### src/rtl/game_pkg.sv
// Shared constants and types for the game front-end.
// Button/field indices, poller state encoding and button decode.
package game_pkg;

  localparam int BTN_A      = 0;
  localparam int BTN_B      = 1;
  localparam int BTN_SELECT = 2;
  localparam int BTN_START  = 3;
  localparam int BTN_UP     = 4;
  localparam int BTN_DOWN   = 5;
  localparam int BTN_LEFT   = 6;
  localparam int BTN_RIGHT  = 7;

  localparam int IN_UP     = 0;
  localparam int IN_DOWN   = 1;
  localparam int IN_LEFT   = 2;
  localparam int IN_RIGHT  = 3;
  localparam int IN_ATTACK = 4;

  typedef enum logic [2:0] {
    ST_IDLE   = 3'd0,
    ST_LATCH  = 3'd1,
    ST_SETTLE = 3'd2,
    ST_CLK_LO = 3'd3,
    ST_CLK_HI = 3'd4,
    ST_DONE   = 3'd5
  } poll_state_e;

  // Opposing directions cancel each other out.
  function automatic logic [4:0] decode_btn(
    input logic [7:0] b
  );
    logic [4:0] r;
    r            = '0;
    r[IN_ATTACK] = b[BTN_A];
    r[IN_UP]     = b[BTN_UP] & ~b[BTN_DOWN];
    r[IN_DOWN]   = b[BTN_DOWN] & ~b[BTN_UP];
    r[IN_LEFT]   = b[BTN_LEFT] & ~b[BTN_RIGHT];
    r[IN_RIGHT]  = b[BTN_RIGHT] & ~b[BTN_LEFT];
    return r;
  endfunction

endpackage

### src/rtl/sync_2ff.sv
// Two-flop synchroniser for asynchronous pad inputs.
// Reset value is a parameter so idle-high pads read as released.
module sync_2ff #(
  parameter logic RST_VAL = 1'b1
) (
  input  logic clk,
  input  logic reset,
  input  logic d,
  output logic q
);

  logic meta_q;
  logic sync_q;

  always_ff @(posedge clk or negedge reset) begin
    if (!reset) begin
      meta_q <= RST_VAL;
      sync_q <= RST_VAL;
    end else begin
      meta_q <= d;
      sync_q <= meta_q;
    end
  end

  assign q = sync_q;

endmodule

### src/rtl/gamepad_reader.sv
// NES-style serial pad poller: latch, clock out 8 bits,
// decode into the 5-bit player input word once per frame.
module gamepad_reader
  import game_pkg::*;
#(
  parameter int unsigned HALF = 150
) (
  input  logic       clk,
  input  logic       reset,
  input  logic       frame_end,
  input  logic       pad_data,
  output logic       pad_latch,
  output logic       pad_clk,
  output logic [7:0] buttons_raw,
  output logic [4:0] input_data,
  output logic       input_valid
);

  localparam logic [9:0] HALF_M1 = 10'(HALF - 1);

  poll_state_e state_q, state_d;
  logic [9:0]  cnt_q, cnt_d;
  logic        half_q, half_d;
  logic [2:0]  idx_q, idx_d;
  logic [7:0]  shift_q, shift_d;
  logic [7:0]  buttons_q, buttons_d;
  logic [4:0]  data_q, data_d;
  logic        valid_q, valid_d;
  logic        latch_q, latch_d;
  logic        pclk_q, pclk_d;
  logic        pad_s;
  logic        last;
  logic        sample;
  logic        fin;
  logic [7:0]  btn_new;

  sync_2ff #(
    .RST_VAL(1'b1)
  ) u_sync (
    .clk  (clk),
    .reset(reset),
    .d    (pad_data),
    .q    (pad_s)
  );

  assign last    = (cnt_q == 10'd0);
  assign sample  = last && (state_q == ST_SETTLE ||
                            state_q == ST_CLK_HI);
  assign fin     = last && (state_q == ST_CLK_HI) &&
                   (idx_q == 3'd7);
  assign btn_new = ~{pad_s, shift_q[7:1]};

  always_ff @(posedge clk or negedge reset) begin
    if (!reset) begin
      state_q <= ST_IDLE;
    end else begin
      state_q <= state_d;
    end
  end

  always_comb begin
    state_d = state_q;
    unique case (state_q)
      ST_IDLE:   if (frame_end) state_d = ST_LATCH;
      ST_LATCH:  if (last && half_q) state_d = ST_SETTLE;
      ST_SETTLE: if (last) state_d = ST_CLK_LO;
      ST_CLK_LO: if (last) state_d = ST_CLK_HI;
      ST_CLK_HI: if (last) begin
        state_d = (idx_q == 3'd7) ? ST_DONE : ST_CLK_LO;
      end
      ST_DONE:   state_d = ST_IDLE;
      default:   state_d = ST_IDLE;
    endcase
  end

  // Pad pins are registered from the next state to stay glitch-free.
  always_comb begin
    latch_d = 1'b0;
    pclk_d  = 1'b1;
    unique case (state_d)
      ST_LATCH:  latch_d = 1'b1;
      ST_CLK_LO: pclk_d  = 1'b0;
      default: begin
        latch_d = 1'b0;
        pclk_d  = 1'b1;
      end
    endcase
  end

  // LATCH spans two counter loads so HALF up to 1023 fits 10 bits.
  always_comb begin
    cnt_d   = last ? cnt_q : cnt_q - 10'd1;
    half_d  = half_q;
    idx_d   = idx_q;
    shift_d = shift_q;
    if (state_d != state_q) cnt_d = HALF_M1;
    if (state_q == ST_LATCH && last && !half_q) begin
      cnt_d  = HALF_M1;
      half_d = 1'b1;
    end
    if (state_q == ST_IDLE) begin
      half_d = 1'b0;
      idx_d  = 3'd0;
    end
    if (sample) begin
      shift_d = {pad_s, shift_q[7:1]};
      idx_d   = idx_q + 3'd1;
    end
  end

  always_comb begin
    buttons_d = buttons_q;
    data_d    = data_q;
    valid_d   = fin;
    if (fin) begin
      buttons_d = btn_new;
      data_d    = decode_btn(btn_new);
    end
  end

  always_ff @(posedge clk or negedge reset) begin
    if (!reset) begin
      cnt_q     <= '0;
      half_q    <= 1'b0;
      idx_q     <= '0;
      shift_q   <= '1;
      buttons_q <= '0;
      data_q    <= '0;
      valid_q   <= 1'b0;
      latch_q   <= 1'b0;
      pclk_q    <= 1'b1;
    end else begin
      cnt_q     <= cnt_d;
      half_q    <= half_d;
      idx_q     <= idx_d;
      shift_q   <= shift_d;
      buttons_q <= buttons_d;
      data_q    <= data_d;
      valid_q   <= valid_d;
      latch_q   <= latch_d;
      pclk_q    <= pclk_d;
    end
  end

  assign pad_latch   = latch_q;
  assign pad_clk     = pclk_q;
  assign buttons_raw = buttons_q;
  assign input_data  = data_q;
  assign input_valid = valid_q;

endmodule

### config.mk
export PLATFORM = sky130hd
export DESIGN_NAME = gamepad_reader
export DESIGN_NICKNAME = d
export VERILOG_FILES = /design/src/rtl/game_pkg.sv /design/src/rtl/sync_2ff.sv /design/src/rtl/gamepad_reader.sv
export SDC_FILE = /design/constraint.sdc
export NUM_CORES = 1
export LEC_CHECK = 0
export ABC_CLOCK_PERIOD_IN_PS = 4900
export CAP_MARGIN = 40
export CORE_AREA = 2 2 80 82
export CTS_CLUSTER_SIZE = 12
export DETAILED_ROUTE_END_ITERATION = 8
export DIE_AREA = 0 0 82 84
export GPL_TIMING_DRIVEN = 0
export PLACE_DENSITY = 0.59
export SYNTH_ARGS = -nofsm -noshare
export SYNTH_HDL_FRONTEND = slang
export SYNTH_HIERARCHICAL = 1
export SYNTH_SLANG_ARGS = --single-unit
### constraint.sdc
create_clock -name clk -period 4.9 [get_ports clk]
set_input_delay 0.98 -clock clk [delete_from_list [all_inputs] [get_ports clk]]
set_output_delay 0.98 -clock clk [all_outputs]
set_load 0.05 [all_outputs]
Yosys cells after proc, flatten, opt, wreduce, memory -nomap -nowiden

Cells that the tools add are included.

Flip-flop bits (word level): 43
Input bits: 4
Output and inout bits: 16
Word-level logic and storage cells: 60

$add $sub $neg: 2
Equality and inequality tests: 9
Mux-type cells: 16
Bitwise operators: 9
Reductions and logical operators: 12

Operators with widths:

| kind                                                  | count |
|---|---|
| two-way mux 10 bit                                    | 3 |
| two-way mux 3 bit                                     | 8 |
| case mux 3 bit (5 select lines)                       | 1 |
| zero test 10 bit                                      | 1 |
| subtractor 10 x 1 -> 10 bit, second input constant    | 1 |
| == test 3 x 2 -> 1 bit, second input constant         | 3 |
| inverter 8 bit                                        | 1 |
| == test 3 x 1 -> 1 bit, second input constant         | 2 |
| == test 3 bit, second input constant                  | 2 |
| logical AND 1 bit                                     | 6 |
| bitwise AND 1 bit                                     | 4 |
| two-way mux 1 bit                                     | 4 |
| inverter 1 bit                                        | 4 |
| nonzero test 2 bit                                    | 2 |
| adder 3 x 1 -> 3 bit, second input constant           | 1 |
| zero test 3 bit                                       | 1 |
| inequality test 3 x 1 -> 1 bit, second input constant | 1 |
| inequality test 3 bit                                 | 1 |
| zero test 1 bit                                       | 1 |
| logical OR 1 bit                                      | 1 |

Depth between registers and ports, before layout

Depth in word-level cells: 7
Depth in mapped cells: 7
Depth with buffers taken out: 6

Modules after synthesis

Netlist, hierarchy kept.

By module, submodules not included:

| module         | times used | cells an instance | area each (µm²) | sequential area each (µm²) |
|---|---|---|---|---|
| gamepad_reader | 1          | 190               | 1990.7          | 985.9 |
| sync_2ff       | 1          | 2                 | 52.6            | 52.6 |

Least setup slack after synthesis

No wires, ideal clock.

Kind: register to register
Start point: register cnt_q[0]
End point: register shift_q[1]
Library setup time: 82 ps
Data arrival time: 1882 ps
Data required time: 4818 ps
Path slack: 2936 ps
Stages on the path, launching flop included: 8
Path buffers: 1
Clock period less this slack: 1964 ps
Cell sequence: dfrtp_1 > inv_1 > ha_1 > nor4b_4 > nand3_1 > or3_1 > buf_6 > mux2_4

Longest elaborated chain between the ends: 2

RTL lines:

| item                   | line                  | text |
|---|---|---|
| from (decl)            | gamepad_reader.sv:22  | `logic [9:0] cnt_q, cnt_d;` |
| from (signal assigned) | gamepad_reader.sv:133 | `cnt_q <= cnt_d;` |
| zero test 10 bit       | gamepad_reader.sv:46  | `assign last = (cnt_q == 10'd0);` |
| logical AND 1 bit      | gamepad_reader.sv:47  | `assign sample = last && (state_q == ST_SETTLE \|\|` |
| to (signal assigned)   | gamepad_reader.sv:136 | `shift_q <= shift_d;` |
| to (decl)              | gamepad_reader.sv:25  | `logic [7:0] shift_q, shift_d;` |

Every way passes these cells.
A chain may end at the register's enable or synchronous reset.

Final worst setup path

Start point: register pclk_q, in the netlist pad_clk
End point: output pad_clk

RTL lines:

| item                   | line                  | text |
|---|---|---|
| from (decl)            | gamepad_reader.sv:30  | `logic pclk_q, pclk_d;` |
| from (signal assigned) | gamepad_reader.sv:141 | `pclk_q <= pclk_d;` |
| to (decl)              | gamepad_reader.sv:13  | `output logic pad_clk,` |

No word-level cell between the ends.

==> flow_summary.ini <==
[cells_and_area]
drive_above_1_share_pct = 16.8
nets = 226
areaGrowthSynthToFinish_pct = 21.0
num_antenna_cells = 0
fill_cells = 603

[setup_path]
cp-startpoint = pad_clk
crit_fanout = 1
r2r-start = cnt_q[0]
reg2regPathDepth = 7
critPathSlowestCell = clkdlybuf4s50_1
cp_cell_sequence = clkdlybuf4s50_1
crit_family = buffers and inverters
r2r_setup_slack_ns = 2.69
path_buf_inv = 1
worst_setup_path_start_kind = flip-flop
cp_data_required_time_ns = 3.92
crit_path_end_kind = output port
critPathArrivalTime_ns = 1.60
crit_type = reg -> out
r2r_end = shift_q[2]
slowest_delay_ns = 0.79

[floorplan]
die_h_microns = 84
io_pins = 20
start_util_pct = 33.5
num_rows = 29
die-width_microns = 82
dieArea_sq_um = 6890
coreArea_sq_um = 6100

[detailed_routing]
drc_errors = 0
avgRoutedWirePerCell_microns = 13.5
drt_iter0_markers = 88
via_count = 1534
dr.pass1.iters = 4
viasPerCell = 5.16
drtAntennaViolNets = 0
drt-total-wl_microns = 4010

[flow_run]
cap_violations = 0

[placed_design]
port-buffer-count = 19
gp_congestion = 0.825
dp_hpwl_microns = 2840

[cts]
clk_latency_ns = 0.29
cts_resized = 0
post-cts-setup-buffer-count = 0
cts_hold_buf = 0
cts_tree = done
clockBufferDepth = 2
cts_max_level = 2
clkSinkCount = 41
clkTransAtPathRegs_ns = 0.08
cts_buffers = 5
clockRootBuffer = clkbuf_8

[logic_synthesis]
synthesis.nets = 199
synth.distinct_cells = 49
synthesis.area_sq_um = 2040
synthFlopType = dfrtp_1
synthCells = 192
yosys_warnings = 6
ys_seq_area_share_pct = 50.8
avgSynthCellArea_sq_um = 10.6
synth.ff_latch_count = 41
async_flop_share_pct = 100
synth_top_area_cell = dfrtp_1
ys_top_cells_by_area = dfrtp_1 (38%), dfstp_2 (13%), mux2_4 (5.1%)
yosysTopAreaCellShare_pct = 38.0
synth_edf_count = 0

[hold_path]
min-delay-start = u_sync/meta_q
hp-class = reg -> reg
worstHoldPathCells = 0
hold_end = u_sync/q

[sta]
min_period_ns = 2.58
final_max_slew_viol_count = 0
finalSetupViolCount = 0
rsz0062_at_grt = false
fmax_mhz = 388
fin_tns_setup_ns = 0
min_period_over_period_pct = 52.7
worstMarginPinSlew_ns = 0.610
hold_ws_ns = 0.362
slew_headroom_pct = 59.0
finClkSkew_ns = 0.00424
hold_viol = 0

[global_route]
grt_max_degree = 25
antenna_found_initial = 0
grt_overflow = 0
grt_pass1_wl_microns = 7040
grt_pass1_vias = 1474
globalRouteTotalUtil_pct = 12.8

[outcome]
outcome = finished clean

[power_and_ir_drop]
power.leakage_nw = 0.999
ir_drop_v = 0.000167
pwr_density_cell_nw_per_um2 = 257
==> power breakdown <==
group	switching (W)	leakage (nW)	internal, W
Clock	0.000117	0.0574	0.000166
Combinational	0.00000713	0.451	0.00000423
Sequential	0.000000553	0.491	0.000340
==> synth_stat cells (all sizes together) (4+ instances only) <==
cell type / n
nand2: 14
dfrtp: 31
nor4: 4
nand3: 5
nor2: 13
mux2: 7
inv: 6
nand2b: 7
buf: 4
a21oi: 9
dfstp: 10
o21ai: 18
clkbuf: 10
==> kinds of logic (layout without fill, tap and decap cells) <==
family          after synthesis  count (layout)  synth area share, %
simple gates                 65              65                 19.2
compound gates               49              49                 15.4
flops                        41              41                 50.8
buf+inv                      20              48                 4.35
mux                          10              10                 6.61
xor+xnor                      4               4                 1.71
fa+ha+maj                     3               3                 1.84
==> state kept, by name, indices dropped and copies added, names as in the netlist <==
name and flops:
input_data 4, buttons_raw 8, pad_latch 1, shift_q 7
input_valid 1, half_q 1, state_q 3, cnt_q 10
u_sync/q 1, u_sync/meta_q 1, idx_q 3, pad_clk 1
==> worst max path at each step <==
stage / end / slack, ns / cells after the start
after floorplan: shift_q[1] / 2.94 / 7
after global placement: idx_q[0] / 1.80 / 1
after detailed placement: cnt_q[2] / 2.35 / 5
after CTS: pad_clk / 2.30 / 1
after global routing: pad_clk / 2.29 / 1
final: pad_clk / 2.32 / 1
==> layer usage <==
layer	part of all wire, %	up-vias	track usage (%)
met5	0	-	0
met4	1.0	0	2.73
met3	4.6	4	3.25
met2	46	35	20.4
met1	48	744	17.5
li1	-	751	-
==> layout by cell type, fill, tap and decap left out, types with 5 or more instances in the layout <==
master and count:
nand2b_1 7, clkdlybuf4s50_1 18, nand2_1 14, dfrtp_1 31
nor2_1 13, nand3_1 5, dfstp_2 10, a21oi_1 9
o21ai_0 18, inv_1 6, mux2_4 7, clkbuf_8 6
clkbuf_1 10
==> metrics by stage <==
step / area, sq um / setup slack [ns] / instances / util [%] / total power [W]
after floorplan: 2040 / 2.94 / 192 / - / 0.000347
after global placement: 2330 / 1.80 / 288 / 38.2 / 0.000357
after CTS: 2470 / 2.30 / 297 / 40.6 / 0.000646
after global routing: 2470 / 2.29 / 297 / 40.6 / 0.000659
after detailed placement: 2350 / 2.35 / 289 / 38.6 / 0.000359
final: 2470 / 2.32 / 297 / 40.6 / 0.000634
==> final cells by class <==
type | count | area [sq um] | area share, %
clock buffers | 6 | 82.6 | 3.34
inverters | 6 | 22.5 | 0.911
clock inverters | 2 | 37.5 | 1.52
repair buffers | 20 | 213 | 8.60
plain buffers | 14 | 66.3 | 2.68
multi-input cells | 131 | 916 | 37.0
well taps | 77 | 96.3 | 3.90
flip-flops and latches | 41 | 1040 | 42.0
==> worst register-to-register path: cells and delay by family (launching register included) <==
kind,cells,cell delay [ns]
multiplexers,1,0.30
buffers and inverters,2,0.24
AND/OR/NAND/NOR,3,1.01
adder cells (fa/ha/maj),1,0.21
flip-flops,1,0.38
Note: power is estimated with default switching activity, not from simulation.
==> RTL change 1, RTL diff (same flow settings) <==
`RST_VAL` is set to 1'b1 in 2 places; all go to 1'b0.
--- a/src/rtl/sync_2ff.sv
+++ b/src/rtl/sync_2ff.sv
@@ -1,7 +1,7 @@
 // Two-flop synchroniser for asynchronous pad inputs.
 // Reset value is a parameter so idle-high pads read as released.
 module sync_2ff #(
-  parameter logic RST_VAL = 1'b1
+  parameter logic RST_VAL = 1'b0
 ) (
   input  logic clk,
   input  logic reset,
--- a/src/rtl/gamepad_reader.sv
+++ b/src/rtl/gamepad_reader.sv
@@ -35,7 +35,7 @@
   logic [7:0]  btn_new;
 
   sync_2ff #(
-    .RST_VAL(1'b1)
+    .RST_VAL(1'b0)
   ) u_sync (
     .clk  (clk),
     .reset(reset),
Formal check against the unedited RTL: no difference found for any inputs over 10 cycles, from zero or initial values and one cycle with reset low; that may be too few to reach the edited logic, so the function may still have changed.
==> RTL change 1 against the unedited design <==
Wire length up 0.55%. Global-route usage up 0.25 points. Sequential cell count unchanged. Synthesized area down 0.12%. Critical path depth unchanged. Power up 0.31%. Count of clock-buffer cells in the layout unchanged. Setup slack worse by 0.0026 ns. First-iteration DRC count down 15%. Worst hold slack worse by 0.0063 ns. Cell area down 0.10%.
==> RTL change 1: results (changes against the unedited design) <==
stage,metric,value,unit,change
placement,post-DP HPWL,2871,um,+0.92%
logic_synthesis,commonest cells in the netlist,"dfrtp_1, o21ai_0, nand2_1",,
global_routing,first-pass GRT wire length,7051,um,+0.18%
layout,max FFs per register,10,,unchanged
global_routing,Tot GR Track Use,13.08,%,+0.25 points
global_routing,initial antenna violation count,0,,unchanged
detailed_routing,routed vias/inst,5.199,,+0.65%
logic_synthesis,most area-consuming cells after synthesis,"dfrtp_1, dfstp_2, mux2_4, o21ai_0, nand2_1",,
critical_path,depth of the worst register-to-register path,7,,unchanged
critical_path,worst reg2reg setup slack,2.68,ns,about the same
detailed_routing,DRT iter0 DRCs,75,,-15%
detailed_routing,"wirelength, routed",4030,um,+0.55%
power_and_ir_drop,maximum vdd drop,0.1565,mV,-6.3%
outcome,status,finished clean,,
logic_synthesis,post-synthesis async set-or-reset flop share,100.0,%,unchanged
floorplanning,FP Rows,29,,unchanged
critical_path,Worst path top cell family by delay,buffers and inverters,,
layout,fillcell total,605,,+0.33%
layout,Final #Nets,226,,unchanged
critical_path,worst-path fanout max,1,,unchanged
clock_network,post-CTS setup buffer count,0,,unchanged
critical_path,critical path's slowest cell,clkdlybuf4s50_1,,
clock_network,clk root buf,clkbuf_8,,
global_routing,vias in the first global route,1474,,unchanged
critical_path,Crit Reg-Reg Endpoint,shift_q[4],,
timing,Least-Margin Pin Slew,0.5938,ns,-0.01635 ns
clock_network,"Clk pin slew, worst setup/hold paths",0.08,ns,about the same
min_path,Hold WC Path Type,reg -> reg,,
layout,layout cell share with drive strength beyond 1,15.91,%,-0.91 points
critical_path,max incr delay on CP,0.79,ns,about the same
clock_network,CTS Buf Count,5,,unchanged
placement,Routability Congestion,0.8069,,-2.2%
timing,clk_skew,0.006646,ns,+0.002404 ns
clock_network,clk buf depth,2,,unchanged
timing,f_max,387.1,MHz,-0.10%
logic_synthesis,Syn Nets,199,,unchanged
logic_synthesis,sequential share of the synthesized area,50.77,%,-0.060 points
placement,"worst slack, placed",2.368,ns,+0.02269 ns
logic_synthesis,library cells used by synthesis,49,,unchanged
detailed_routing,TritonRoute pass-1 iters,4,,unchanged
power_and_ir_drop,leakage power,1.002,nW,+0.23%
[RTL change 1: cell types whose count changed after synthesis, sizes merged]
cell | before | now
dfrtp | 31 | 33
dfstp | 10 | 8
[RTL change 1: worst min path at each step]
| stage | start | end | slack, ns | depth (start not counted) |
|---|---|---|---|---|
| detailed placement | u_sync/meta_q | u_sync/q | 0.34 | 0 |
| global route | u_sync/meta_q | u_sync/q | 0.37 | 0 |
| finish | u_sync/meta_q | u_sync/q | 0.36 | 0 |
| floorplan | u_sync/meta_q | u_sync/q | 0.33 | 0 |
| global placement | u_sync/meta_q | u_sync/q | 0.33 | 0 |
| CTS | u_sync/meta_q | u_sync/q | 0.36 | 0 |
[RTL change 1: kinds of logic (layout without fill, tap and decap cells)]
kind of cell / count (synthesis) / in the layout / share of synthesized area (%)
adders and majority gates: 3 / 3 / 1.840
muxes: 10 / 10 / 6.622
xor gates and xnor gates: 4 / 4 / 1.717
AOI/OAI and AO/OA: 49 / 49 / 15.45
buffers and inverters: 20 / 48 / 4.353
DFF: 41 / 41 / 50.77
and+or+nand+nor: 65 / 65 / 19.25
[RTL change 1: routing by layer]
layer	track usage, %	routed length (um)	vias to the layer above	part of all wire (%)
met5	0	0	-	0
met4	4.091	45	0	1.1
met3	2.597	198	5	4.9
met2	20.33	1875	36	47
met1	18.16	1911	750	47
li1	-	-	753	-
[RTL change 1: power by group]
group          internal [W]  switching [W]  total [W]  leakage [nW]
sequential         0.000339    0.000000531   0.000340         0.493
combinational    0.00000422     0.00000706  0.0000113         0.451
clock              0.000166       0.000120   0.000285        0.0574
[RTL change 1: cell type report]
class	instances	area [um2]	share of cell area, %
timing repair buffer	20	212.7	8.612
clock inverter	2	37.54	1.520
clock buffer	6	82.58	3.343
multi-input combinational	131	915.9	37.08
buffer	14	66.31	2.685
tap	77	96.34	3.901
sequential	41	1036	41.95
inverter	6	22.52	0.9119
[RTL change 1: stage by stage]
stage                     hold WS (ns)  instances  cell area (um2)  total power (W)
after global placement          0.3331        288             2327        0.0003559
after detailed placement        0.3426        289             2350        0.0003583
final                           0.3555        297             2470        0.0006364
after CTS                       0.3619        297             2470        0.0006467
after floorplan                 0.3312        192             2041        0.0003465
after global routing            0.3700        297             2470        0.0006640
==> RTL change 2, RTL diff (config.mk and constraints unchanged) <==
Without the edit above. Remove the register `valid_q`: a continuous assignment takes its place, so the output `input_valid` follows one clock earlier.
--- a/src/rtl/gamepad_reader.sv
+++ b/src/rtl/gamepad_reader.sv
@@ -126,7 +126,6 @@
       shift_q   <= '1;
       buttons_q <= '0;
       data_q    <= '0;
-      valid_q   <= 1'b0;
       latch_q   <= 1'b0;
       pclk_q    <= 1'b1;
     end else begin
@@ -136,11 +135,12 @@
       shift_q   <= shift_d;
       buttons_q <= buttons_d;
       data_q    <= data_d;
-      valid_q   <= valid_d;
       latch_q   <= latch_d;
       pclk_q    <= pclk_d;
     end
   end
+
+  assign valid_q = valid_d;
 
   assign pad_latch   = latch_q;
   assign pad_clk     = pclk_q;
Behaviour: no difference found for any inputs over 10 cycles, from zero or initial values and one cycle with reset low; that may be too few to reach the edited logic, so the function may still have changed.
==> RTL change 2 against the unedited design <==
Power down 1.1%. Cell area fell by 1.3%. Setup slack worse by 1.4 ns. Wire length is 1.1% higher. Synthesized area shrank 1.2%. Sequential cell count shrank 1. Worst hold slack better by 0.0014 ns. Critical endpoint is now input_valid.
==> RTL change 2: results (changes against the unedited design) <==
stage,metric,value,unit,change
outcome,status,finished clean,,
global_routing,busiest grt layer,met2,,
detailed_routing,DR WL met2,1926,um,+4.6%
logic_synthesis,Synth Area in Compound Gates,15.62,%,+0.19 points
placement,Routability Congestion,0.8398,,+1.8%
logic_synthesis,xor/xnor share of the synthesized area,1.736,%,+0.021 points
logic_synthesis,most area-consuming cells after synthesis,"dfrtp_1, dfstp_2, mux2_4, o21ai_0, nand2_1",,
layout,"Cell Count, Final, Fillers Out",296,,-0.34%
timing,Hold Worst Slack,0.3632,ns,+0.001447 ns
global_routing,largest net degree at the start of global routing,38,,+52%
layout,max FFs per register,10,,unchanged
global_routing,met2 usage,20.03,%,-0.37 points
placement,post-DP HPWL,2820,um,-0.88%
detailed_routing,routed vias/inst,5.142,,-0.45%
global_routing,Tot GR Track Use,13.49,%,+0.67 points
timing,worst relative slew slack,61.48,%,+2.5 points
critical_path,worst r2r src,cnt_q[0],,
detailed_routing,Met3 Wirelength,231,um,+24%
logic_synthesis,Syn Inst Count,191,,-0.52%
layout,layout cell share with drive strength beyond 1,16.89,%,+0.077 points
logic_synthesis,Syn Nets,198,,-0.50%
power_and_ir_drop,leakage power,0.9862,nW,-1.3%
critical_path,Worst EP arrival,3.02,ns,+1.42 ns
placement,dpl cell area,2320,um2,-1.4%
critical_path,Crit Reg-Reg Endpoint,shift_q[1],,
clock_network,"Clk pin slew, worst setup/hold paths",0.08,ns,about the same
detailed_routing,DRT iter0 DRCs,103,,+17%
timing,clk_skew,0.007338,ns,+0.003096 ns
global_routing,vias in the first global route,1458,,-1.1%
placement,Placed Cells,288,,-0.35%
placement,PortBufs,19,,unchanged
detailed_routing,wire length on met1,1846,um,-4.7%
logic_synthesis,sequential share of the synthesized area,50.22,%,-0.61 points
global_routing,first-pass GRT wire length,7134,um,+1.4%
global_routing,GRT met3 Usage,4.004,%,+0.76 points
logic_synthesis,Synth Area in Adders,1.860,%,+0.023 points
critical_path,worst-path fanout max,10,,+9
critical_path,worst reg2reg setup slack,2.67,ns,-0.02 ns
logic_synthesis,multiplexer share of the synthesized area,6.696,%,+0.082 points
logic_synthesis,commonest cells in the netlist,"dfrtp_1, o21ai_0, nand2_1",,
global_routing,met1 Use GR,18.41,%,+0.89 points
layout,Final #Nets,225,,-0.44%
placement,"worst slack, placed",1.206,ns,-1.140 ns
power_and_ir_drop,maximum vdd drop,0.1227,mV,-26%
RTL change 2: changes by cell type after synthesis:
cell and delta:
dfrtp_1 -1
RTL change 2: report_power, final:
part	switching [W]	internal, W
sequential	0.000000567	0.000332
clock	0.000118	0.000167
combinational	0.00000696	0.00000367
total	0.000126	0.000502
RTL change 2: area by class of cell:
class,instances,area [um2]
plain buffers,14,66.31
clock buffers,6,82.58
clock inverters,2,38.79
fillers,612,3655
inverters,6,22.52
multi-input cells,131,915.9
flip-flops and latches,40,1013
well taps,77,96.34
repair buffers,20,205.2
RTL change 2: how the worst max path moves through the flow:
stage / cells after the start / end / slack, ns
4_1_cts: 7 / input_valid / 0.87
3_3_place_gp: 7 / input_valid / 1.21
3_5_place_dp: 7 / input_valid / 1.21
5_1_grt: 7 / input_valid / 0.62
6_report: 7 / input_valid / 0.90
2_1_floorplan: 6 / input_valid / 2.17
